File: config.mk
export PLATFORM = sky130hd
export DESIGN_NAME = filt_bit_tx
export DESIGN_NICKNAME = d
export VERILOG_FILES = /design/src/rtl/filt_pkg.sv /design/src/rtl/filt_tx_shifter.sv /design/src/rtl/filt_bit_tx.sv
export SDC_FILE = /design/constraint.sdc
export NUM_CORES = 1
export LEC_CHECK = 0
export CORE_MARGIN = 2
export CORE_UTILIZATION = 50
export DETAILED_ROUTE_END_ITERATION = 12
export PLACE_DENSITY = 0.71
export REMOVE_ABC_BUFFERS = 1
export SYNTH_ARGS = -nofsm -noshare
export SYNTH_HDL_FRONTEND = slang
export SYNTH_SLANG_ARGS = --single-unit
File: constraint.sdc
create_clock -name Clock -period 3.4 [get_ports Clock]
set_clock_uncertainty 0.1 [all_clocks]
set_input_delay 0.34 -clock Clock [delete_from_list [all_inputs] [get_ports Clock]]
set_output_delay 0.34 -clock Clock [all_outputs]
set_load 0.05 [all_outputs]
File: src/rtl/filt_pkg.sv
// Shared definitions for the filt FIR front end and its bit-serial transmitter.
// Bit order of the transmitter is selected by FILT_TX_LSB_FIRST_EN (see filt_tx_shifter).
package filt_pkg;

    typedef enum logic [1:0] {
        ST_IDLE  = 2'd0,
        ST_SHIFT = 2'd1,
        ST_PULSE = 2'd2,
        ST_GAP   = 2'd3
    } tx_state_e;

    localparam int FILT_WORD_W     = 8;
    localparam int FILT_GAP_CYCLES = 2;
    localparam int FILT_CNT_W      = 16;

    // Counter width able to hold values 0..n-1, never narrower than one bit.
    function automatic int cnt_width(input int n);
        return (n > 1) ? $clog2(n) : 1;
    endfunction

endpackage

File: src/rtl/filt_tx_shifter.sv
// Output shift register and bit counter for filt_bit_tx.
// FILT_TX_LSB_FIRST_EN selects LSB-first (right shift); default is MSB-first.
module filt_tx_shifter
    import filt_pkg::*;
#(
    parameter int WORD_W = FILT_WORD_W
) (
    input  logic              clk,
    input  logic              rst_n,
    input  logic              load,
    input  logic [WORD_W-1:0] data,
    output logic              bit_out,
    output logic              last
);

    localparam int CNT_W = cnt_width(WORD_W);

    logic [WORD_W-1:0] shifter;
    logic [CNT_W-1:0]  bitcnt;

    // Zeros are shifted in, so the register drains to 0 and BitOut idles low
    // without extra gating once the last bit has gone.
    always_ff @(posedge clk or negedge rst_n) begin
        if (!rst_n) begin
            shifter <= '0;
            bitcnt  <= '0;
        end else if (load) begin
            shifter <= data;
            bitcnt  <= CNT_W'(WORD_W - 1);
        end else begin
`ifdef FILT_TX_LSB_FIRST_EN
            shifter <= {1'b0, shifter[WORD_W-1:1]};
`else
            shifter <= {shifter[WORD_W-2:0], 1'b0};
`endif
            if (bitcnt != '0) begin
                bitcnt <= bitcnt - CNT_W'(1);
            end
        end
    end

`ifdef FILT_TX_LSB_FIRST_EN
    assign bit_out = shifter[0];
`else
    assign bit_out = shifter[WORD_W-1];
`endif

    assign last = (bitcnt == '0);

endmodule

File: src/rtl/filt_bit_tx.sv
// Bit-serial word transmitter driving filt's BitIn/FILTER pins.
// Bit order follows FILT_TX_LSB_FIRST_EN (handled in filt_tx_shifter).
module filt_bit_tx
    import filt_pkg::*;
#(
    parameter int WORD_W     = FILT_WORD_W,
    parameter int GAP_CYCLES = FILT_GAP_CYCLES
) (
    input  logic                  Clock,
    input  logic                  Reset,
    input  logic [WORD_W-1:0]     in_data,
    input  logic                  in_valid,
    output logic                  in_ready,
    output logic                  BitOut,
    output logic                  FILTER,
    output logic                  busy,
    output logic [FILT_CNT_W-1:0] words_sent
);

    localparam int GAP_W = cnt_width(GAP_CYCLES);
    localparam logic [GAP_W-1:0] GAP_LOAD =
        (GAP_CYCLES > 0) ? GAP_W'(GAP_CYCLES - 1) : '0;

    tx_state_e         state;
    tx_state_e         state_next;
    logic [WORD_W-1:0] pending;
    logic              pending_full;
    logic [GAP_W-1:0]  gapcnt;
    logic              accept;
    logic              load;
    logic              last;

    // valid/ready: a word transfers on a rising edge where in_valid && in_ready;
    // in_data is only sampled then, and in_ready never depends on in_valid.
    assign in_ready = Reset && !pending_full;
    assign accept   = in_valid && in_ready;

    always_comb begin
        state_next = state;
        load       = 1'b0;
        case (state)
            ST_IDLE: begin
                if (pending_full) begin
                    load       = 1'b1;
                    state_next = ST_SHIFT;
                end
            end
            ST_SHIFT: begin
                if (last) begin
                    state_next = ST_PULSE;
                end
            end
            ST_PULSE: begin
                if (GAP_CYCLES > 0) begin
                    state_next = ST_GAP;
                end else if (pending_full) begin
                    load       = 1'b1;
                    state_next = ST_SHIFT;
                end else begin
                    state_next = ST_IDLE;
                end
            end
            ST_GAP: begin
                if (gapcnt == '0) begin
                    if (pending_full) begin
                        load       = 1'b1;
                        state_next = ST_SHIFT;
                    end else begin
                        state_next = ST_IDLE;
                    end
                end
            end
            default: state_next = ST_IDLE;
        endcase
    end

    // FILTER, busy and words_sent are registered from the next state so they
    // line up with the state they describe.
    always_ff @(posedge Clock or negedge Reset) begin
        if (!Reset) begin
            state        <= ST_IDLE;
            pending      <= '0;
            pending_full <= 1'b0;
            gapcnt       <= '0;
            FILTER       <= 1'b0;
            busy         <= 1'b0;
            words_sent   <= '0;
        end else begin
            state <= state_next;
            if (accept) begin
                pending      <= in_data;
                pending_full <= 1'b1;
            end else if (load) begin
                pending_full <= 1'b0;
            end
            if (state == ST_PULSE) begin
                gapcnt <= GAP_LOAD;
            end else if (state == ST_GAP && gapcnt != '0) begin
                gapcnt <= gapcnt - GAP_W'(1);
            end
            FILTER <= (state_next == ST_PULSE);
            busy   <= (state_next != ST_IDLE);
            if (state_next == ST_PULSE) begin
                words_sent <= words_sent + FILT_CNT_W'(1);
            end
        end
    end

    filt_tx_shifter #(
        .WORD_W(WORD_W)
    ) u_shifter (
        .clk    (Clock),
        .rst_n  (Reset),
        .load   (load),
        .data   (pending),
        .bit_out(BitOut),
        .last   (last)
    );

endmodule

* Word level (Yosys, flattened, before mapping)
Index checks and enable logic that the tools add are counted.
Widths: inputs -> output; s select.
** Storage, ports and cells
- Bits in registers :: 41
- Bits in latches :: 0
- Bits in writable memories :: 0
- Memory bits (read-only) :: 0
- Bits of input ports :: 11
- Output and inout bits :: 20
- Word-level logic and storage cells :: 42
- Memories :: 0
** Cells by class
- Add/subtract/negate cells :: 3
- $mul :: 0
- Div/mod/pow operators :: 0
- Order comparisons :: 0
- Equal/unequal tests :: 4
- Shift-type cells :: 0
- Muxes and demuxes :: 15
- Bitwise logic cells :: 0
- Reduce and logical (&&, ||, !) cells :: 11
** Operator list (count)
- $add 16x1->16 const B :: 1
- $mux 8 :: 1
- $pmux 2 s4 :: 1
- $reduce_bool 2->1 :: 4
- $mux 1 :: 7
- $eq 2x2->1 const B :: 3
- $mux 2 :: 3
- $mux 3 :: 2
- $logic_and 1x1->1 :: 3
- $logic_not 3->1 :: 1
- $reduce_bool 3->1 :: 1
- $sub 3x1->3 const B :: 1
- $eq 2x1->1 const B :: 1
- $logic_not 2->1 :: 1
- $pmux 1 s2 :: 1
- $logic_not 1->1 :: 1
- $sub 1x1->1 const B :: 1

* Longest topological paths before layout
- Depth after elaboration :: 5
- Mapped depth :: 8
- Mapped depth without buffers :: 7

* Cells and area by module
A second synthesis with hierarchy kept.
** Unflattened totals
- Cells, all modules :: 160
- Area, all modules :: 2174.6 sq um
** Modules (own cells, without submodules)
- filt_bit_tx :: times used 1, cells an instance 126, area an instance 1672.9 sq um, sequential area each 750.7 sq um
- filt_tx_shifter :: times used 1, cells an instance 34, area an instance 501.7 sq um, sequential area each 275.3 sq um

* Worst setup path after synthesis
Ideal clock, no wire load.
- Path kind :: register to register
- Start :: register state[1]
- End :: register words_sent[1]
- Library setup time :: 125 ps
- Data arrival time :: 2015 ps
- Data required time :: 3175 ps
- Setup slack :: 1160 ps
- Cell stages (with the launch flop) :: 8
- Buffers on the path :: 1
- Clock period less this slack :: 2240 ps
- Path through :: dfrtp_1 inv_1 ha_1 or2_2 a311o_1 o211ai_4 buf_6 mux2_2
** Between the ends
- Cells in the longest elaborated chain, start to end :: 3
- Elaborated cells on any way between the ends :: 9
- Classes of those cells :: eq/ne: 4; mux: 4; reduce/logical: 1
** Ends and longest elaborated chain
- start, declared :: line filt_bit_tx.sv:24 : tx_state_e state;
- start signal, assigned :: line filt_bit_tx.sv:89 : state <= state_next;
- $eq 2x2->1 (tied with other cells) :: line filt_bit_tx.sv:41 : case (state)
- $pmux 2 s4 * :: line filt_bit_tx.sv:41
- $eq 2x2->1 * :: line filt_bit_tx.sv:103 : if (state_next == ST_PULSE) begin
- end signal, assigned :: line filt_bit_tx.sv:104 : words_sent <= words_sent + FILT_CNT_W'(1);
- end, declared :: line filt_bit_tx.sv:17 : output logic [FILT_CNT_W-1:0] words_sent
Mark *: on every way between the ends. The rest lies on a longest branch, timed or not.
A chain may end at the register's enable or synchronous reset.

* Worst setup path in the final report
- Start :: register state[1]
- End :: register words_sent[9]
The elaborated chain is that of the path after synthesis.

==> metrics <==
status finished, final reports clean; Root Driver clkbuf_8; io pins 31; Synth Area per Inst 12.6 sq um; final worst-path cycle share 0.771; initial antenna violation count 0; share of layout cells above drive strength 1 0.191; port buffer count 30; Power Density 842 mW/mm^2; Slew @ Worst Pin 0.590 ns; Slew Viols, Final 0; Area after DPL 0.00226 sq mm; die area 0.00433 sq mm; Hold WC Path Type primary input to async pin; Top FF cell, synth dfrtp_1; Setup crit end kind register; launch point of the worst path state[1]; dominant cells by area after synthesis dfrtp_1, mux2_2, xor2_1, ha_1, a221oi_4; Max VDD drop 0.000528 V; Reg clk slew, reported paths 0.08 ns; Die Span Y 65.8 um; Setup crit start kind register; total power 2.01 mW; number of flops mapped to enable cells by yosys 0; routed vias 1204; most common cell after layout, fill and taps aside dfrtp_1; Final Hold Fails 0; #FFs+latches synth 41; share of async-settable or async-resettable flops after synthesis 1.00; min Tclk post-route 2.62 ns; Yosys top cell by area dfrtp_1; CTS tree done; slowest CP cell nor3b_1; mapped cell area 0.00191 sq mm; Worst path max stage delay 0.54 ns; die width 65.8 um; stages on the worst setup path 6; critical-path cell list inv_1 > ha_1 > nor3b_1 > o211ai_4 > nor4_1 > xor2_1; # Post-CTS Setup Buffers 0; Top delay family on crit path simple AND/OR/NAND/NOR gates; global-route wire length before repair 5620 um; gr usage total 0.175; fin area 0.00239 sq mm; num rows 22; initial DRC count 33; post-route ant nets 0; post-cts gate resize count 0; area added between synthesis and finish 25.2%; Worst R2R Start state[1]; R2R depth 6; worst hold slack 0.0189 ns; Max Root-Sink Buffers 2; vias per cell 5.10; residual DRC count 0; DP Wirelength 2380 um; Setup CP Type register to register; first-pass iteration count of the detailed router 4; grt ovf 0; max-cap violations 0; fin cells 236; Worst-Skew Late Latency 0.29 ns; headroom to the max-slew limit 0.606; placed insts 228; GP Congestion 0.739; Critical Path Fanout Max 16; Leak 1.14 nW; top cell type's share of synthesized area 0.538; Ys Warns 0; number of buffers and inverters on the critical path 1; fmax 381 MHz; sequential element share of the synthesized area 0.538; largest net degree at the start of global routing 42; H-tree levels 2; Yosys cell types 33; most frequent cells in the layout dfrtp_1, clkdlybuf4s50_1, mux2_2; Initial Utilization 0.521; RSZ-0062 raised after global routing no; CP required 3.51 ns; Post-Syn Instances 151; hold_buf cts 0; Core ar. 0.00366 sq mm; total length of routed wires 3400 um; count of final setup violators 0; detail-routed net length per standard cell 14.4 um; arrival time of the worst setup path 2.73 ns; Clock Sinks 41; n_diodes 0; Nets 207; Setup TNS 0 ns; vias in the first global route 1219; Num CTS Buffers 5
Yosys cell counts, types with 2 or more instances:
cell      number
nor2_1         8
nand4_1        2
ha_1           9
inv_1         11
or2_2          2
nor4_1         6
dfrtp_1       41
nor3_2         2
xnor2_1        3
and2_1         2
nor2b_1        2
nand3_1        5
mux2_2        16
xor2_1        13
nand2_1       10
a221oi_4       2
layer usage:
metal  share of wire  vias up  track usage
met3           0.031        5       0.0511
li1                -      587            -
met5               0        -            0
met1            0.44      594        0.216
met2            0.52       18        0.295
met4           0.013        0       0.0547
through the flow:
| stage | util | setup slack (ns) |
|---|---|---|
| floorplan | - | 1.18 |
| CTS | 0.653 | 0.705 |
| finish | 0.653 | 0.779 |
| detailed placement | 0.616 | 0.893 |
| global placement | 0.616 | 1.05 |
| global route | 0.653 | 0.650 |
sequential cells by signal (all words and copies together), names as in the netlist:
name               flops
FILTER                 1
busy                   1
gapcnt                 1
pending                8
pending_full           1
state                  2
u_shifter.bitcnt       3
u_shifter.shifter      8
words_sent            16
final timing paths:
| check | end | slack (ns) |
|---|---|---|
| min in group Clock | words_sent[15] | 0.38 |
| min reg2reg | words_sent[15] | 0.38 |
| max reg2reg | words_sent[9] | 0.78 |
| min | pending[7] | 0.02 |
| max in group asynchronous | words_sent[11] | 2.84 |
| max | words_sent[9] | 0.78 |
final cells by class:
cell class,count,area [sq um]
fill,287,1270
sequential,41,1030
multi-input combinational,97,826
timing repair buffer,31,303
clock buffer,5,68.8
clock inverter,3,65.1
tap,48,60.1
inverter,11,41.3
worst register-to-register path, cell delays in order (launching register included):
cell and delay [ns]:
dfrtp_1 0.45, inv_1 0.19, ha_1 0.30, nor3b_1 0.54, o211ai_4 0.28, nor4_1 0.47
xor2_1 0.21
power breakdown:
group	leakage (nW)	internal [mW]	switching, mW
Sequential	0.526	0.644	0.105
Clock	0.0681	0.291	0.166
Combinational	0.541	0.350	0.457
cells by family after synthesis:
group           count (synthesis)  share of synthesized area
xor+xnor                       16                     0.0734
compound gates                  8                     0.0570
fa+ha+maj                       9                     0.0590
buf+inv                        13                     0.0295
flops                          41                      0.538
mux                            18                      0.108
simple gates                   46                      0.136
No activity file was read; power rests on OpenSTA's default activity.
